--- src/rtl/feature_collector.sv ---
// rtl/feature_collector.sv - NMS result sink: timestamped feature FIFO, flush markers, saturating stats
module feature_collector #(
  parameter int FIFO_DEPTH = 16,
  parameter int TS_WIDTH   = 16,
  parameter int CNT_WIDTH  = 32
) (
  input  logic                 clk,
  input  logic                 rst_n,
  input  logic                 in_feature_valid,
  input  logic                 in_isfeature,
  input  logic [15:0]          in_feature_addr,
  output logic                 ready_for_new_feature,
  input  logic                 flush_req,
  output logic                 flush_busy,
  output logic                 out_valid,
  input  logic                 out_ready,
  output logic [15:0]          out_addr,
  output logic [TS_WIDTH-1:0]  out_ts,
  output logic                 out_last,
  output logic [CNT_WIDTH-1:0] feature_count,
  output logic [CNT_WIDTH-1:0] nonfeature_count
);

  localparam int AW = $clog2(FIFO_DEPTH);
  localparam int CW = AW + 1;
  localparam int EW = 1 + 16 + TS_WIDTH;
  localparam logic [CW-1:0] L_DEPTH = CW'(FIFO_DEPTH);

  logic [TS_WIDTH-1:0]  r_ts;
  logic [EW-1:0]        r_mem [FIFO_DEPTH];
  logic [AW-1:0]        r_wr_ptr;
  logic [AW-1:0]        r_rd_ptr;
  logic [CW-1:0]        r_count;
  logic                 r_flush_pending;
  logic [15:0]          r_batch_cnt;
  logic [CNT_WIDTH-1:0] r_feature_count;
  logic [CNT_WIDTH-1:0] r_nonfeature_count;

  logic          w_has_room;
  logic          w_ready;
  logic          w_accept;
  logic          w_push_feat;
  logic          w_push_mark;
  logic          w_push;
  logic          w_out_valid;
  logic          w_pop;
  logic [EW-1:0] w_wr_data;
  logic [EW-1:0] w_head;

  // Room is judged on the registered count only, so a same-cycle pop never opens a full FIFO.
  assign w_has_room  = (r_count < L_DEPTH);
  assign w_ready     = !r_flush_pending && w_has_room;
  assign w_accept    = in_feature_valid && w_ready;
  assign w_push_feat = w_accept && in_isfeature;
  assign w_push_mark = r_flush_pending && w_has_room;
  assign w_push      = w_push_feat || w_push_mark;
  assign w_out_valid = (r_count != '0);
  assign w_pop       = w_out_valid && out_ready;
  assign w_wr_data   = w_push_mark ? {1'b1, r_batch_cnt, r_ts} : {1'b0, in_feature_addr, r_ts};
  assign w_head      = r_mem[r_rd_ptr];

  assign ready_for_new_feature = w_ready;
  assign flush_busy            = r_flush_pending;
  assign out_valid             = w_out_valid;
  assign out_addr              = w_out_valid ? w_head[TS_WIDTH +: 16] : '0;
  assign out_ts                = w_out_valid ? w_head[TS_WIDTH-1:0] : '0;
  assign out_last              = w_out_valid && w_head[EW-1];
  assign feature_count         = r_feature_count;
  assign nonfeature_count      = r_nonfeature_count;

  always_ff @(posedge clk) begin
    if (w_push) begin
      r_mem[r_wr_ptr] <= w_wr_data;
    end
  end

  always_ff @(posedge clk) begin
    if (!rst_n) begin
      r_ts     <= '0;
      r_wr_ptr <= '0;
      r_rd_ptr <= '0;
      r_count  <= '0;
    end else begin
      r_ts <= r_ts + 1'b1;
      if (w_push) begin
        r_wr_ptr <= r_wr_ptr + 1'b1;
      end
      if (w_pop) begin
        r_rd_ptr <= r_rd_ptr + 1'b1;
      end
      if (w_push && !w_pop) begin
        r_count <= r_count + 1'b1;
      end else if (!w_push && w_pop) begin
        r_count <= r_count - 1'b1;
      end
    end
  end

  // A marker write consumes the pending flush; a request arriving while pending is merged.
  always_ff @(posedge clk) begin
    if (!rst_n) begin
      r_flush_pending <= 1'b0;
      r_batch_cnt     <= '0;
    end else begin
      if (w_push_mark) begin
        r_flush_pending <= 1'b0;
        r_batch_cnt     <= '0;
      end else begin
        if (flush_req) begin
          r_flush_pending <= 1'b1;
        end
        if (w_push_feat && (r_batch_cnt != 16'hFFFF)) begin
          r_batch_cnt <= r_batch_cnt + 1'b1;
        end
      end
    end
  end

  always_ff @(posedge clk) begin
    if (!rst_n) begin
      r_feature_count    <= '0;
      r_nonfeature_count <= '0;
    end else begin
      if (w_push_feat && (r_feature_count != '1)) begin
        r_feature_count <= r_feature_count + 1'b1;
      end
      if (w_accept && !in_isfeature && (r_nonfeature_count != '1)) begin
        r_nonfeature_count <= r_nonfeature_count + 1'b1;
      end
    end
  end

endmodule

--- config.mk ---
export PLATFORM = sky130hd
export DESIGN_NAME = feature_collector
export DESIGN_NICKNAME = d
export VERILOG_FILES = /design/src/rtl/feature_collector.sv
export SDC_FILE = /design/constraint.sdc
export NUM_CORES = 1
export LEC_CHECK = 0
export BUFFER_PORTS_ARGS = -buffer_cell sky130_fd_sc_hd__clkbuf_2
export CAP_MARGIN = 25
export CORE_MARGIN = 4
export CORE_UTILIZATION = 60
export CTS_CLUSTER_SIZE = 40
export DETAILED_ROUTE_END_ITERATION = 10
export GPL_TIMING_DRIVEN = 0
export PLACE_DENSITY_LB_ADDON = 0.05
export RECOVER_POWER = 50
export SYNTH_ARGS = -nofsm -noshare
export SYNTH_HDL_FRONTEND = slang
export SYNTH_SLANG_ARGS = --single-unit
--- constraint.sdc ---
create_clock -name clk -period 8.05 [get_ports clk]
set_input_delay 2.415 -clock clk [delete_from_list [all_inputs] [get_ports clk]]
set_output_delay 2.415 -clock clk [all_outputs]
set_load 0.1 [all_outputs]
==> results list, run 1 <==
* Area delta synth->final: 15.4%
* Kind of path behind the tightest hold check: flip-flop to flip-flop
- The post-route netlist has between 20% and 30% of its cells at a drive strength greater than 1.
- In the global route stage, overall resource usage came out at 26.0%.
* Most frequently used flop master after synthesis: edfxtp_1
* First-pass GRT wire length: around 90,000 µm
- Worst flop-to-flop path startpoint: r_count[4]
- Number of vias in the routed layout: between 10,000 and 15,000
* Number of filler cells placed in the layout: around 2,700
- Multi-input combinational cell area: roughly 7300 µm²
- List of most frequent post-synthesis cells: edfxtp_1 (528), mux4_2 (165), dfxtp_1 (114), nor2_1 (85), nand2_1 (51)
* Cell area after synthesis: 25,800 µm²
* Setup crit end kind: output port
- Grt ovf: 0
- Largest vdd supply drop: 0.212 mV
- Sequential-to-total area share from yosys stat: a little over two thirds
* Residual DRC: 0
- Input and output buffers added on the ports amount to 120.
- Antenna violation net count after detailed routing: 0
- Final std cells w/o fill: 2,255
* Vias/cell: 6.37
- Yosys mapped a number of flops with a built-in enable equal to 528.
- For this run, the number of Yosys warnings is 0.
- Derived from the worst setup path, the maximum achievable clock frequency is about 160 MHz.
- In this run the most critical hold path is launched from feature_count[23].
- The critical path in this run is classified as flip-flop to output port.
- Post-route setup slack: 1.65 ns
- The tightest hold path in the finished design has a slack of 0.488 ns.
- Worst endpoint data arrival time: 3.98 ns
- Final Hold Fails: 0
- The initial antenna violation count came to 3.
- The worst hold path terminates at feature_count[23].
- Entering global routing, the biggest net connects 22 pins.
* Final period util: a little under 80%
- Setup total negative slack: 0 ns
* Final-stage net count: 1,704
* Sequential standard cell area: approximately 18,000 µm²
- Clock tree from TritonCTS: built
- The first TritonRoute pass finished after 5 iterations.
- In this run the critical register-to-register path is captured at r_count[4].
- Unrepaired setup endpoints after global routing: no
* Skew final: 0.0193 ns
- Once the clock tree was built, the setup fixing pass inserted 0 buffers.
* Die extent in y: approximately 220 µm
- Among all cell types in the netlist, the one instantiated most often is edfxtp_1.
- Clock transition at path regs: 0.06 ns
* Clk root buf: clkbuf_16
- Number of DRC violations after detailed-routing iteration 0: 1,596
- The die covers 46,300 µm².
* Placement Setup Slack: 2.33 ns
- Cell type contributing the most total cell area after synthesis: edfxtp_1
* Measured slew at the worst slew-check pin: 1.15 ns
* Routability cong.: 0.885
- Worst hold path depth: 2
- Initial core utilization: 61.0%
- Routed Wire Length: 59,200 µm
- Critical path launch point type: flip-flop
- Number of buffers on the longest clock path: 3
- At the worst endpoint, the required time is roughly 5.6 ns.
* Max-capacitance violation count: 0
* Flop and latch count out of synthesis: around 640
* Post-synth cell types: 58
- Synthesis produced a netlist with a net count of ~1,500.
* Placed wire-length estimate: 37,900 µm
- Number of setup violations in the final report: 0
- Clock insertion delay at the later pin of the skew report: approximately 0.58 ns
- Number of resized instances in the post-cts repair step: 0
- In this run the core area contains 75 standard-cell rows.
- Buffers inserted to repair hold after CTS numbered 0.
- The number of global-route vias before repair is ~15,000.
* Average wire per standard cell: 26.3 µm
- Clock buffers created by TritonCTS: 66
- Dividing the synthesized area by the synthesized cell count gives 17.8 µm².
* Time the worst path needs with I/O delays and setup: 6.40 ns
- Cell Pwr Density: 321 nW/µm²
* Clock tree sinks: 642
- Outcome: finished clean
- CTS built an H-tree with a depth of 3.
* Synthesized instance count: 1,449
* Fraction of synthesized cell area taken by the top area cell type: 61.6%
* Register-to-register path setup slack: 4.99 ns
- Worst r2r path cells: 11
- Slew Viols, Final: 0
- Total instance count after detailed placement: 2,139
* Die W: 215 µm
* Worst slew margin relative to its limit: 22.3%
- Async S/R FF share, synth: 0%
- Critical Path Fanout Max: 10
- Leading post-synthesis cells by cell area: edfxtp_1 (62%), mux4_2 (14%), dfxtp_1 (8.9%), nor2_1 (1.2%), xnor2_1 (0.99%)
- Leakage power figure: 9.59 nW
* Core ar.: 42,200 µm²
* IO Count: around 120
-- logic make-up after synthesis --
| kind of cell | share of synthesized area [%] |
|---|---|
| compound gates | 2.80 |
| xor+xnor | 1.77 |
| fa+ha+maj | 0.709 |
| buf+inv | 1.35 |
| flops | 70.4 |
| mux | 15.5 |
| simple gates | 7.46 |
-- worst max-delay path by stage --
stage | from | depth (start not counted) | end | slack (ns)
after floorplan | in_isfeature | 5 | r_mem[3][0] | 2.26
after global placement | in_isfeature | 6 | r_mem[3][29] | -1.07
after detailed placement | flip-flop | 7 | out_ts[14] | 2.33
after CTS | flip-flop | 7 | out_addr[1] | 1.63
after global routing | flip-flop | 7 | out_addr[1] | 1.52
final | flip-flop | 7 | out_addr[1] | 1.65
-- metrics by stage --
step / total power, W / utilization [%] / area (µm²)
floorplan: 0.00598 / - / 25800
global placement: 0.00654 / 64.0 / 27000
detailed placement: 0.00659 / 65.4 / 27600
CTS: 0.00964 / 70.5 / 29800
global route: 0.00990 / 70.3 / 29700
finish: 0.00954 / 70.4 / 29700
-- critical path, cell delays in order (launching register included) --
cell	delay, ns
dfxtp_1	0.31
clkbuf_1	0.33
clkbuf_1	0.47
buf_1	0.77
mux4_2	0.45
mux4_2	0.50
and2_1	0.20
clkbuf_2	0.38
-- state kept, by name (all words and copies together) (netlist names), named ones only --
register and flops:
r_mem 528, feature_count 32, nonfeature_count 32, r_batch_cnt 16, r_ts 16, r_count 5, r_rd_ptr 4, r_wr_ptr 4
flush_busy 1
-- power breakdown --
| group | total (W) | internal [W] | leakage [nW] | switching, W |
|---|---|---|---|---|
| logic | 0.00271 | 0.000885 | 2.75 | 0.00182 |
| registers | 0.00378 | 0.00373 | 5.77 | 0.0000499 |
| clock network | 0.00306 | 0.00185 | 1.07 | 0.00121 |
| total | 0.00954 | 0.00646 | 9.59 | 0.00308 |
-- metal layers --
metal	vias up	share of wire, %	global-route usage, %
met5	-	0.022	0
met4	2	1.8	6.36
met3	87	8.2	4.97
met2	610	48	41.3
met1	7368	42	38.1
li1	6299	-	-
-- cell usage in the layout, fill, tap and decap left out, drive strengths merged, types with 2 or more instances in the layout --
cell type,netlist,layout
o211ai,4,4
o31ai,20,20
o2111ai,4,4
buf,27,49
clkbuf,42,263
nand2b,8,8
o21bai,5,5
mux4,165,165
clkinv,0,15
and2,37,37
xnor2,29,29
o311ai,4,4
bufinv,0,6
dfxtp,114,114
inv,13,14
or3,21,21
a21o,2,2
and4,13,13
nor4,17,17
a211oi,2,2
nand4,27,27
o21ai,23,23
mux2i,9,9
nor2,85,85
ha,13,13
or4,15,15
edfxtp,528,528
nor3,18,18
nand3,39,39
a21oi,39,39
nand2,51,51
and3,17,17
xor2,23,23
nor4b,2,2
mux2,16,16
-- layout make-up --
class / instances / area share, %
Buffer: 69 / 0.990
Clock inverter: 23 / 0.897
Clock buffer: 92 / 6.45
Sequential cell: 642 / 61.1
Antenna cell: 1 / 0.00842
Inverter: 13 / 0.164
Tap cell: 539 / 2.27
Multi-Input combinational cell: 725 / 24.7
Timing Repair Buffer: 151 / 3.47
Power figures use the tool's default switching activity.
==> inputs of run 2 (changes only) <==
--- a/config.mk
+++ b/config.mk
@@ -8,7 +8,7 @@
 export BUFFER_PORTS_ARGS = -buffer_cell sky130_fd_sc_hd__clkbuf_2
 export CAP_MARGIN = 25
 export CORE_MARGIN = 4
-export CORE_UTILIZATION = 60
+export CORE_UTILIZATION = 55
 export CTS_CLUSTER_SIZE = 40
 export DETAILED_ROUTE_END_ITERATION = 10
 export GPL_TIMING_DRIVEN = 0
==> constraint.sdc (replaced) <==
create_clock -name clk -period 5.1 [get_ports clk]
set_input_delay 1.53 -clock clk [delete_from_list [all_inputs] [get_ports clk]]
set_output_delay 1.53 -clock clk [all_outputs]
set_load 0.1 [all_outputs]
==> results list, run 2 (synthesis gave the netlist of run 1 again) <==
- The design draws 0.0148 W.
* Average wire per standard cell: 26.2 µm
- The longest clock path from root to sink contains 3 buffers.
* Overall die area: 50,300 µm²
* Clock transition at path regs: 0.06 ns
- The flow ran to the end, and the final reports show no timing, DRC or antenna violations.
- Register with the highest flop count: r_mem
- Vias/cell: a little over 6
- For this run, the top clock speed supported by timing is around 200 MHz.
- Core ar.: 46,500 µm²
* FF-to-FF End: r_mem[3][29]
- Max-capacitance violation count: 0
* Area delta synth->final: 15.5%
* Switch share: 32.8%
- In this run, the combinational gates consume 29.0% of the power.
* Initial core utilization: 55.4%
* Hold Crit Endpoint: feature_count[23]
- Clk root buf: clkbuf_16
- The library cells used most frequently in the layout, excluding fill and tap cells, are edfxtp_1 (528), mux4_2 (165), dfxtp_1 (114), clkbuf_2 (102), clkbuf_1 (79).
- Cells with a size suffix above 1 make up about a quarter of the layout.
- Critical path launch point type: flip-flop
* Worst flop-to-flop path startpoint: r_count[4]
* Commonest non-fill, non-tap cell in the layout: edfxtp_1
* Worst endpoint data arrival time: approximately 3.5 ns
* Routability cong.: 0.888
* Flip-flop count of the largest register after layout: 528
- At the later pin of the worst-skew pair, clock insertion delay measures around 0.58 ns.
- Share of power burned in the clock network: 30.8%
- Unrepaired setup endpoints after global routing: no
- During I/O placement, the number of pins put on the boundary was 122.
- Routed Wire Length: 60,900 µm
- Die extent in y: approximately 220 µm
* Clock tree from TritonCTS: built
* Number of setup violations in the final report: 0
* Die W: 224 µm
- The routed layout has 14,300 vias.
* Number of resized instances in the post-cts repair step: 21
- STA classifies the critical path endpoint as an output port.
* Kind of path behind the tightest hold check: flip-flop to flip-flop
- Port buffering added 120 buffers.
* Internal power contribution: 0.00997 W
- Power spread over the standard cell area amounts to ~500 nW/µm².
* Final-stage net count: about 1,700
- Power share of the sequential group: 40.2%
- The worst register-to-register path has a depth of 7.
- Number of DRC violations after detailed-routing iteration 0: 1,337
- Antenna violation net count after detailed routing: 0
- Quantity of hold-fixing buffers added after cts: 0
- IR analysis of the VDD net gives a maximum drop of 0.375 mV.
- For the final database, setup skew stands at 0.00880 ns.
* Register-to-register path setup slack: approximately 2.0 ns
- The number of global-route vias before repair came to 14,500.
* Initial antenna violation count: 1
* Grt ovf: 0
- The critical path is of the flip-flop to output port type.
* Cell Rows: 79
* Setup total negative slack: 0 ns
- Measured slew at the worst slew-check pin: 1.42 ns
* GRT Resource Usage Total: 24.6%
- The first global-routing pass estimated 91,900 µm of wire.
* Slew Viols, Final: 0
- Critical Path Fanout Max: 10
- The worst pin sits at a relative slew slack of 4.15%.
- The final hold violation count came to 0.
* Number of setup buffers added after CTS: 0
* Clock buffers created by TritonCTS: 67
- The worst hold path passes through 2 cells.
- Counting every sink on the clock net gives 642.
- The repair_antennas step left the layout with diodes totalling 0.
- P_sw: 0.00487 W
- Largest net degree at the start of global routing: 22
- For the finished layout, the period the worst path requires is 5.00 ns.
- Placed wire-length estimate: 39,100 µm
- The analysis attributes to cell leakage a power of 9.56 nW.
- The first TritonRoute pass finished after 5 iterations.
* Residual DRC: 0
* H-tree levels: 3
- In the finished design, the share of the clock period the worst path needs comes to 98.1%.
- Data on the critical path is required at its endpoint by ~3.6 ns.
- In this run the most critical hold path is launched from feature_count[23].
==> run 2: power by group through the flow <==
stage | Sequential, W | Combinational, W | Clock (W)
floorplan | 0.00608 | 0.00336 | 0
global placement | 0.00608 | 0.00427 | 0
detailed placement | 0.00607 | 0.00436 | 0
CTS | 0.00596 | 0.00438 | 0.00465
global route | 0.00597 | 0.00454 | 0.00490
finish | 0.00596 | 0.00430 | 0.00457
==> run 2: layout make-up <==
cell class	instances	area [µm²]
fillers	3319	16700
repair buffers	151	1090
clock inverters	23	154
plain buffers	69	317
well taps	607	759
multi-input cells	725	7350
clock buffers	93	1880
inverters	13	48.8
flip-flops and latches	642	18100
==> run 2: worst max-delay path, cell delays in order (launching register included) <==
cell and delay [ns]:
dfxtp_1 0.33, clkbuf_1 0.33, buf_4 0.29, buf_4 0.32, mux4_2 0.55, mux4_2 0.47
and2_1 0.20, clkbuf_2 0.38
==> run 2: per-layer routing <==
| layer | wire length (µm) | global-route usage (%) |
|---|---|---|
| met1 | 25800 | 36.1 |
| met2 | 29700 | 39.1 |
| met3 | 4400 | 5.05 |
| met4 | 962 | 5.57 |
| met5 | 17 | 0 |
==> run 2: worst max path at each step <==
stage / start / endpoint / slack [ns]
floorplan: in_isfeature / r_mem[3][0] / 0.19
global placement: in_isfeature / r_mem[0][7] / -3.20
detailed placement: flip-flop / out_addr[8] / 0.12
CTS: flip-flop / out_ts[5] / 0.01
global route: flip-flop / out_addr[0] / 0.0004
finish: flip-flop / out_addr[0] / 0.1
==> run 2: through the flow <==
| step | cells | util (%) | instance area [µm²] | worst slack (ns) | hold WS, ns |
|---|---|---|---|---|---|
| after floorplan | 1449 | - | 25800 | 0.193 | 0.459 |
| after global placement | 2176 | 58.4 | 27100 | -3.20 | 0.474 |
| after detailed placement | 2207 | 59.7 | 27700 | 0.117 | 0.481 |
| after CTS | 2323 | 64.1 | 29800 | 0.0125 | 0.489 |
| after global routing | 2323 | 64.0 | 29700 | 0.000410 | 0.527 |
| final | 2323 | 64.0 | 29700 | 0.0982 | 0.488 |
